===== src/rtl/rr_arb_4to1.sv =====
// Four-requester round-robin arbiter with grant hold, hold-limit timeout and
// zero-bubble handoff; drives the select of the downstream 4:1 mux.
module rr_arb_4to1 #(
  parameter int unsigned MAX_HOLD = 16
) (
  input  logic       i_clk,
  input  logic       i_rst,
  input  logic [3:0] i_req,
  input  logic       i_done,
  output logic [3:0] o_grant,
  output logic [1:0] o_sel,
  output logic       o_sel_valid,
  output logic       o_timeout
);

  localparam logic [0:0] S_IDLE  = 1'b0;
  localparam logic [0:0] S_GRANT = 1'b1;
  localparam logic [7:0] HOLD_LAST = 8'(MAX_HOLD - 1);

  logic [0:0] r_state;
  logic [1:0] r_ptr;
  logic [7:0] r_cnt;

  logic [1:0] w_base;
  logic [1:0] w_cand;
  logic [1:0] w_win_idx;
  logic       w_win_any;
  logic       w_rel_done;
  logic       w_rel_drop;
  logic       w_rel_to;
  logic       w_release;
  logic       w_to_only;

  // On release the search starts just past the outgoing owner, so it ranks last.
  assign w_base = (r_state == S_GRANT) ? (o_sel + 2'd1) : r_ptr;

  always_comb begin
    w_win_any = 1'b0;
    w_win_idx = w_base;
    w_cand    = w_base;
    for (int k = 3; k >= 0; k--) begin
      w_cand = w_base + 2'(k);
      if (i_req[w_cand]) begin
        w_win_any = 1'b1;
        w_win_idx = w_cand;
      end
    end
  end

  assign w_rel_done = i_done;
  assign w_rel_drop = ~i_req[o_sel];
  assign w_rel_to   = (r_cnt == HOLD_LAST);
  assign w_release  = (r_state == S_GRANT) && (w_rel_done || w_rel_drop || w_rel_to);
  assign w_to_only  = w_rel_to && !w_rel_done && !w_rel_drop;

  always_ff @(posedge i_clk) begin
    if (i_rst) begin
      r_state     <= S_IDLE;
      r_ptr       <= 2'd0;
      r_cnt       <= 8'd0;
      o_grant     <= 4'b0000;
      o_sel       <= 2'd0;
      o_sel_valid <= 1'b0;
      o_timeout   <= 1'b0;
    end else begin
      o_timeout <= 1'b0;
      case (r_state)
        S_IDLE: begin
          if (w_win_any) begin
            r_state     <= S_GRANT;
            o_grant     <= 4'b0001 << w_win_idx;
            o_sel       <= w_win_idx;
            o_sel_valid <= 1'b1;
            r_cnt       <= 8'd0;
          end
        end
        S_GRANT: begin
          if (w_release) begin
            r_ptr     <= o_sel + 2'd1;
            o_timeout <= w_to_only;
            if (w_win_any) begin
              o_grant <= 4'b0001 << w_win_idx;
              o_sel   <= w_win_idx;
              r_cnt   <= 8'd0;
            end else begin
              // sel keeps its last value so the downstream mux does not glitch
              r_state     <= S_IDLE;
              o_grant     <= 4'b0000;
              o_sel_valid <= 1'b0;
            end
          end else if (r_cnt != 8'hFF) begin
            r_cnt <= r_cnt + 8'd1;
          end
        end
        default: r_state <= S_IDLE;
      endcase
    end
  end

endmodule


===== config.mk =====
export PLATFORM = sky130hd
export DESIGN_NAME = rr_arb_4to1
export DESIGN_NICKNAME = d
export VERILOG_FILES = /design/src/rtl/rr_arb_4to1.sv
export SDC_FILE = /design/constraint.sdc
export NUM_CORES = 1
export LEC_CHECK = 0
export CORE_MARGIN = 2
export CORE_UTILIZATION = 34
export CTS_CLUSTER_DIAMETER = 30
export DETAILED_ROUTE_END_ITERATION = 8
export HOLD_SLACK_MARGIN = 0.02
export PLACE_DENSITY_LB_ADDON = 0.25
export SYNTH_ARGS = -nofsm -noshare
export SYNTH_HDL_FRONTEND = slang
export SYNTH_SLANG_ARGS = --single-unit

===== constraint.sdc =====
create_clock -name i_clk -period 4.5 [get_ports i_clk]
set_clock_uncertainty 0.1 [all_clocks]
set_input_delay 1.125 -clock i_clk [delete_from_list [all_inputs] [get_ports i_clk]]
set_output_delay 1.125 -clock i_clk [all_outputs]
set_load 0.02 [all_outputs]

==> results list <==
- Run status: finished, final reports clean
* Iteration-0 DRC Markers: 89
* Synth Flop Type: dfxtp_1
* Average instance area after synthesis: 8.39 um^2
- In this run the cell area of the synthesized design comes to 1110 um^2.
- Met2 global-route usage: 0.225
- For this design the static power due to leakage is ~0.43 nW.
- Row cnt: 20
* TritonCTS clock tree: done
* Crit start category: primary input
- Summing over every cut layer, the via total after detailed routing is 1012.
* PostCTS Resize Cnt: 0
- Placeable core region: a little over 3000 um^2
- Number of hold-slack violations in the final timing report: 0
- Count of fill cells added during filler insertion: 323
- The startpoint identified for the worst register-to-register timing path is r_cnt[0].
* Number of buffers created by CTS: 3
- After synthesis, the netlist uses between 40 and 50 different library cells.
- Timing would allow up to around 350 MHz.
- Total negative slack for setup checks: 0 ns
- Minimum clock period after layout: roughly 2.8 ns
- The clock passes through at most 2 buffers.
- IO Pins: 15
* Worst VDD drop: 0.000152 V
- Cell Count Post-Placement: roughly 180
- The most critical setup path has its startpoint at i_req[1].
- STA puts the critical path data required time at between 4 and 5 ns.
- After detailed routing, the average wire length per cell comes to roughly 13 um.
* Final antenna-violating net count: 0
- All-Layer GR Usage: 0.143
* Busiest metal layer after global routing: met2
* Slew @ Worst Pin: between 0.6 and 0.7 ns
- For flop-to-flop paths, the worst setup slack is approximately 2.3 ns.
- The final count of pins violating max slew came to 0.
* Number of flip-flops and latches in the synthesized netlist: 19
- Portion of the clock cycle consumed by the worst path in the final layout: 0.633
* Post-DP HPWL: 1780 um
- Data arrival, critical path: ~3.0 ns
* Pre-antenna DRT Iters: 4
- Setup repair after global routing left no endpoint under its margin.
* Post-layout nets: 153
- Max H-tree Level: 1
- The Yosys step of the flow raised 0 warnings.
* Largest fanout of any net on the critical path: 17
- The die covers 3730 um^2.
- Worst reg2reg endpoint: r_cnt[5]
- Global routing finished with a remaining overflow of 0.
- Final Non-Filler Cells: between 150 and 200
* Footprint of the multi-input gates: between 600 and 700 um^2
- The via count of the first global-routing pass was slightly above 900.
* Met1 routing resource usage after global routing: 0.198
* Post-synthesis async set-or-reset flop share: 0
- Final routed DRC violation total: 0
- Root buffer cell: clkbuf_4
* Endpoint type of the worst setup path: register
- M3 GR Usage: 0.0294
* First-pass GRT wire length: roughly 4100 um
- After clock tree synthesis, the clock-pin slew on the worst setup and hold paths is approximately 0.11 ns.
* Layout area overhead: 18.0%
- At the end of routability-driven placement, the weighted congestion stood at ~0.9.
* Clock Sink Count: 19
- Counting every net in the synthesized netlist gives between 100 and 150.
* Setup fix buffers added after clock tree synthesis: 0
* Post-route worst hold slack: around 0.37 ns
- The routed design has between 2000 and 2500 um of wire.
- In this run the vertical extent of the chip is about 60 um.
- Headroom to the max-slew limit came out at 0.556.
- Initial Utilization: 0.360
* Worst slack at placement: around 1.4 ns
- Worst-skew pair later-pin latency: 0.28 ns
* Design Power: about 0.38 mW
* Maximum Capacitance Violations: 0
* Category of the critical setup timing path: in -> reg
- Hold buffer count at CTS: 0
* Share of synthesized area occupied by flip-flops and latches: 0.344
- Setup slack closes at around 1.7 ns.
* Post-synthesis cell count: approximately 130
- The tightest min-delay check is of the reg -> reg type.
- Flip-flop and latch area: 380 um^2
- In this run the tool buffered the top-level ports with 14 buffer cells.
- Setup violations remaining at the end of the flow were counted as 0.
- Initial antenna violation count: 0
* Number of antenna diodes: 0
- Fraction of final layout cells sized beyond drive strength 1: 0.0972
- Capture point of the worst path: o_sel[1]
- Count of flip-flops with a built-in enable after synthesis: 0
- Largest net degree at the start of global routing: 18
* Die extent in x: roughly 61 um
- PD cells: 290 nW/um^2
* Worst reg-to-reg path cell count: 6
* Post-detailed-route via-to-cell ratio: roughly 5.4
-- routing by layer --
layer	up-vias	wire length, um	share of wire
met5	-	0	0
met1	469	1110	0.47
met4	0	15	0.0063
met2	19	1140	0.48
met3	2	111	0.047
li1	522	-	-
-- kinds of logic (layout without fill, tap and decap cells) --
group | Yosys count | in the layout | share of synthesized area
AO/OA/AOI/OAI | 40 | 40 | 0.271
AND/OR/NAND/NOR | 57 | 57 | 0.296
adder cells (fa/ha/maj) | 1 | 1 | 0.0113
multiplexers | 2 | 2 | 0.0192
flip-flops | 19 | 19 | 0.343
buffers and inverters | 12 | 24 | 0.0508
XOR/XNOR | 1 | 1 | 0.00791
-- placed cells by master, fill, tap and decap left out, types with 2 or more instances in the layout --
master	count
a211oi_1	4
a21oi_1	11
a221oi_1	2
a31oi_1	3
and2_1	5
and3_1	3
clkbuf_4	3
clkdlybuf4s50_1	14
dfxtp_1	19
inv_1	5
nand2_1	5
nand2b_1	5
nand3_1	4
nand3b_1	3
nand4_1	2
nor2_1	10
nor2b_1	2
nor3_1	6
nor3b_1	2
nor4_1	2
o21ai_0	3
o2bb2ai_1	5
or2_2	2
-- flip-flops by register name (all words and copies together) (netlist names) --
name,flops
r_ptr,2
o_sel_valid,1
o_grant,4
r_cnt,8
r_state,1
o_timeout,1
o_sel,2
-- how the worst min path moves through the flow --
stage                     cells past startpoint  slack [ns]          to  startpoint
after floorplan                               2        0.40    r_ptr[1]    r_ptr[1]
after global placement                        1        0.36  o_grant[3]  o_grant[3]
after detailed placement                      1        0.35  o_grant[3]  o_grant[3]
after CTS                                     1        0.38  o_grant[3]  o_grant[3]
after global routing                          1        0.39  o_grant[3]  o_grant[3]
final                                         1        0.37  o_grant[3]  o_grant[3]
-- Yosys cell counts, drive strengths merged (3+ instances only) --
cell | number | area (um^2)
buf | 5 | 30.0
o2bb2ai | 5 | 43.8
nand3b | 3 | 22.5
nand2b | 5 | 31.3
nor4 | 3 | 18.8
and3 | 3 | 18.8
a21oi | 11 | 55.1
a31oi | 3 | 18.8
nand2 | 5 | 18.8
o21ai | 3 | 15.0
and2 | 5 | 31.3
a211oi | 4 | 30.0
dfxtp | 19 | 380
nor2 | 11 | 43.8
inv | 5 | 18.8
nand3 | 4 | 20.0
nor3 | 7 | 46.3
-- layout make-up --
type,instances,area share
multi-input cells,101,0.518
clock buffers,3,0.0172
inverters,5,0.0144
repair buffers,15,0.113
clock inverters,1,0.00383
flip-flops and latches,19,0.291
well taps,44,0.0421
-- per-stage QoR --
stage,cell area (um^2),utilization
5_1_grt,1310,0.424
6_report,1310,0.424
3_5_place_dp,1280,0.415
2_1_floorplan,1110,-
4_1_cts,1310,0.424
3_3_place_gp,1280,0.415
-- power by group --
group / switching, mW / internal (mW) / total [mW]
Sequential: 0.0142 / 0.180 / 0.194
Combinational: 0.0535 / 0.0490 / 0.103
Clock: 0.0499 / 0.0330 / 0.0828
-- critical path, cell delays in order --
cell             delay (ns)
clkdlybuf4s50_1        0.54
mux2_2                 0.35
a2bb2oi_2              0.25
nor2_2                 0.18
or3_1                  0.39
a21oi_1                0.12
Note: power is estimated with default switching activity, not from simulation.
==> RTL edit: new RTL, config.mk and constraints unchanged <==
Make the reset (`i_rst`) asynchronous in one clocked block.
--- a/src/rtl/rr_arb_4to1.sv
+++ b/src/rtl/rr_arb_4to1.sv
@@ -54,5 +54,5 @@
   assign w_to_only  = w_rel_to && !w_rel_done && !w_rel_drop;
 
-  always_ff @(posedge i_clk) begin
+  always_ff @(posedge i_clk or posedge i_rst) begin
     if (i_rst) begin
       r_state     <= S_IDLE;
Behaviour: differs if i_rst is asserted again (counterexample within 4 cycles, from zero or initial values and one cycle with i_rst high); with i_rst held inactive, the same outputs for 10 cycles.
==> RTL edit against the unedited design <==
- synthesized area is 4.7% lower
- routed wire length rose by 0.17%
- critical path type unchanged
- cell area shrank 3.4%
- synthesized cell count shrank 15%
- global-route usage up 1.7 points
- worst setup slack lost 1.3 ps
- worst hold slack improved by 15 ps
- sequential cell count unchanged
- final cell count down 14%
Power is not compared: it rests on default switching activity, and its combinational part moved more than twofold at a synthesized area within 25%.
==> RTL edit: results (changes against the unedited design) <==
global_route:
  grt_pass1_wl_um: 4215  # +3.2%
  gr-usage-all-layers_pct: 16.01  # +1.7 points
  antenna_found_initial: 0  # unchanged
  grt_max_degree: 20  # +2
  grt_pass1_vias: 939  # +0.54%
setup_path:
  cp_slowest_cell: "mux4_2"
  path_buf_inv: 1  # unchanged
  max_stage_delay_ps: 530
  arrival_ps: 2980  # +20 ps
  crit_family: "multiplexers"
cts:
  post_cts_buffers: 0  # unchanged
  path_clk_slew_ps: 100
  htree_levels: 1  # unchanged
  cts_buffers: 3  # unchanged
  clockRootBuffer: "clkbuf_4"
  cts_buffer_depth: 2  # unchanged
  insertion_delay_ps: 290
power_and_ir_drop:
  leakage_nw: 0.5321
  p_switching_mw: 0.2481
  irDropWorstVdd_uv: 105.6
yosys:
  synthArstFlopShare_pct: 100.0  # +100 points
  synth-seq-area-share_pct: 45.08  # +11 points
  yosys_warnings: 0  # unchanged
  synth_ff_type: "dfrtp_1"
  synth_nets: 120  # -14%
  syn_avg_cell_area_sq_um: 9.418  # +12%
  synth_area_leaders: "dfrtp_1, o21ai_0, nand2_1, a21oi_1, nor2_1"
  synthTopCellsByCount: "dfrtp_1, nand2_1, o21ai_0"
  synth.distinct_cells: 37  # -20%
final_layout:
  reg_top3: "r_cnt (8), o_grant (4)"
  fill_cells: 301  # -6.8%
  fin_cells: 162  # -14%
  drive_gt1_share_pct: 11.63  # +1.9 points
  fin_nets: 138  # -9.8%
outcome:
  status: "complete, no violations"
route:
  wl_per_cell_um: 14.69  # +16%
  vias: 920  # -9.1%
  first_pass_iters: 4  # unchanged
  dr.first_iter.drc_count: 73  # -18%
timing:
  tightest_slew_ps: 728.7  # +64.38 ps
placed_design:
  dp_slack_ps: 1374  # -0.6100 ps
  dp.final_hpwl_um: 1747  # -2.1%
  gp_congestion: 0.9189  # +3.6%
  portBuffers: 14  # unchanged
-- RTL edit: cell count changes after synthesis, moves of 6 or more --
cell,delta
nand2_1,+9
dfxtp_1,-19
dfrtp_1,+19
o21ai_0,+9
nor3_1,-6
-- RTL edit: worst min-delay path: cells and delay by family, from the launching register on --
kind            cells  cell delay [ps]
flops               1              360
compound gates      1               60
simple gates        1               40
-- RTL edit: metrics by stage --
| step | utilization (%) | hold WS (ps) | instance area (sq um) | power (mW) |
|---|---|---|---|---|
| floorplan | - | 365.0 | 1055 | 0.4470 |
| global placement | 41.13 | 361.8 | 1235 | 0.5429 |
| detailed placement | 41.13 | 371.9 | 1235 | 0.5492 |
| CTS | 42.00 | 397.6 | 1261 | 0.6397 |
| global route | 42.00 | 425.3 | 1261 | 0.6783 |
| finish | 42.00 | 388.1 | 1261 | 0.6283 |
-- RTL edit: routing by layer --
layer	global-route usage (%)	share of wire [%]	vias up	wire length, um
met4	7.619	1.6	0	38
li1	-	-	453	-
met3	3.247	3.0	4	72
met5	0	0	-	0
met2	27.33	52	16	1239
met1	19.10	43	447	1028
-- RTL edit: final timing paths --
check	from	to	slack (ps)	cells after the start
max	i_req[1]	o_grant[2]	1650	6
min	o_grant[0]	o_grant[0]	390	2
max reg2reg	o_sel[0]	o_grant[2]	2350	5
min reg2reg	o_grant[0]	o_grant[0]	390	2
max in group asynchronous	i_rst	r_cnt[2]	2690	2
min in group asynchronous	i_rst	o_grant[2]	1150	2
-- RTL edit: logic make-up (layout without fill, tap and decap cells) --
logic type / count (synthesis) / after routing / synth area share, %
AO/OA/AOI/OAI: 42 / 42 / 27.40
AND/OR/NAND/NOR: 41 / 41 / 20.76
flip-flops: 19 / 19 / 45.08
buffers and inverters: 7 / 24 / 2.609
adder cells (fa/ha/maj): 1 / 1 / 1.186
XOR/XNOR: 1 / 1 / 0.8305
multiplexers: 1 / 1 / 2.135
-- RTL edit: cell type report --
| cell class | instances | share of cell area, % |
|---|---|---|
| multi-input combinational | 86 | 43.75 |
| sequential | 19 | 37.70 |
| timing repair buffer | 15 | 11.71 |
| tap | 33 | 3.274 |
| clock buffer | 4 | 2.083 |
| inverter | 5 | 1.488 |
-- RTL edit: power by group through the flow --
| stage | registers [mW] | clock network [mW] | logic, mW |
|---|---|---|---|
| 2_1_floorplan | 0.274 | 0 | 0.173 |
| 3_3_place_gp | 0.251 | 0 | 0.292 |
| 3_5_place_dp | 0.252 | 0 | 0.297 |
| 4_1_cts | 0.249 | 0.0923 | 0.299 |
| 5_1_grt | 0.253 | 0.0984 | 0.326 |
| 6_report | 0.247 | 0.0843 | 0.297 |
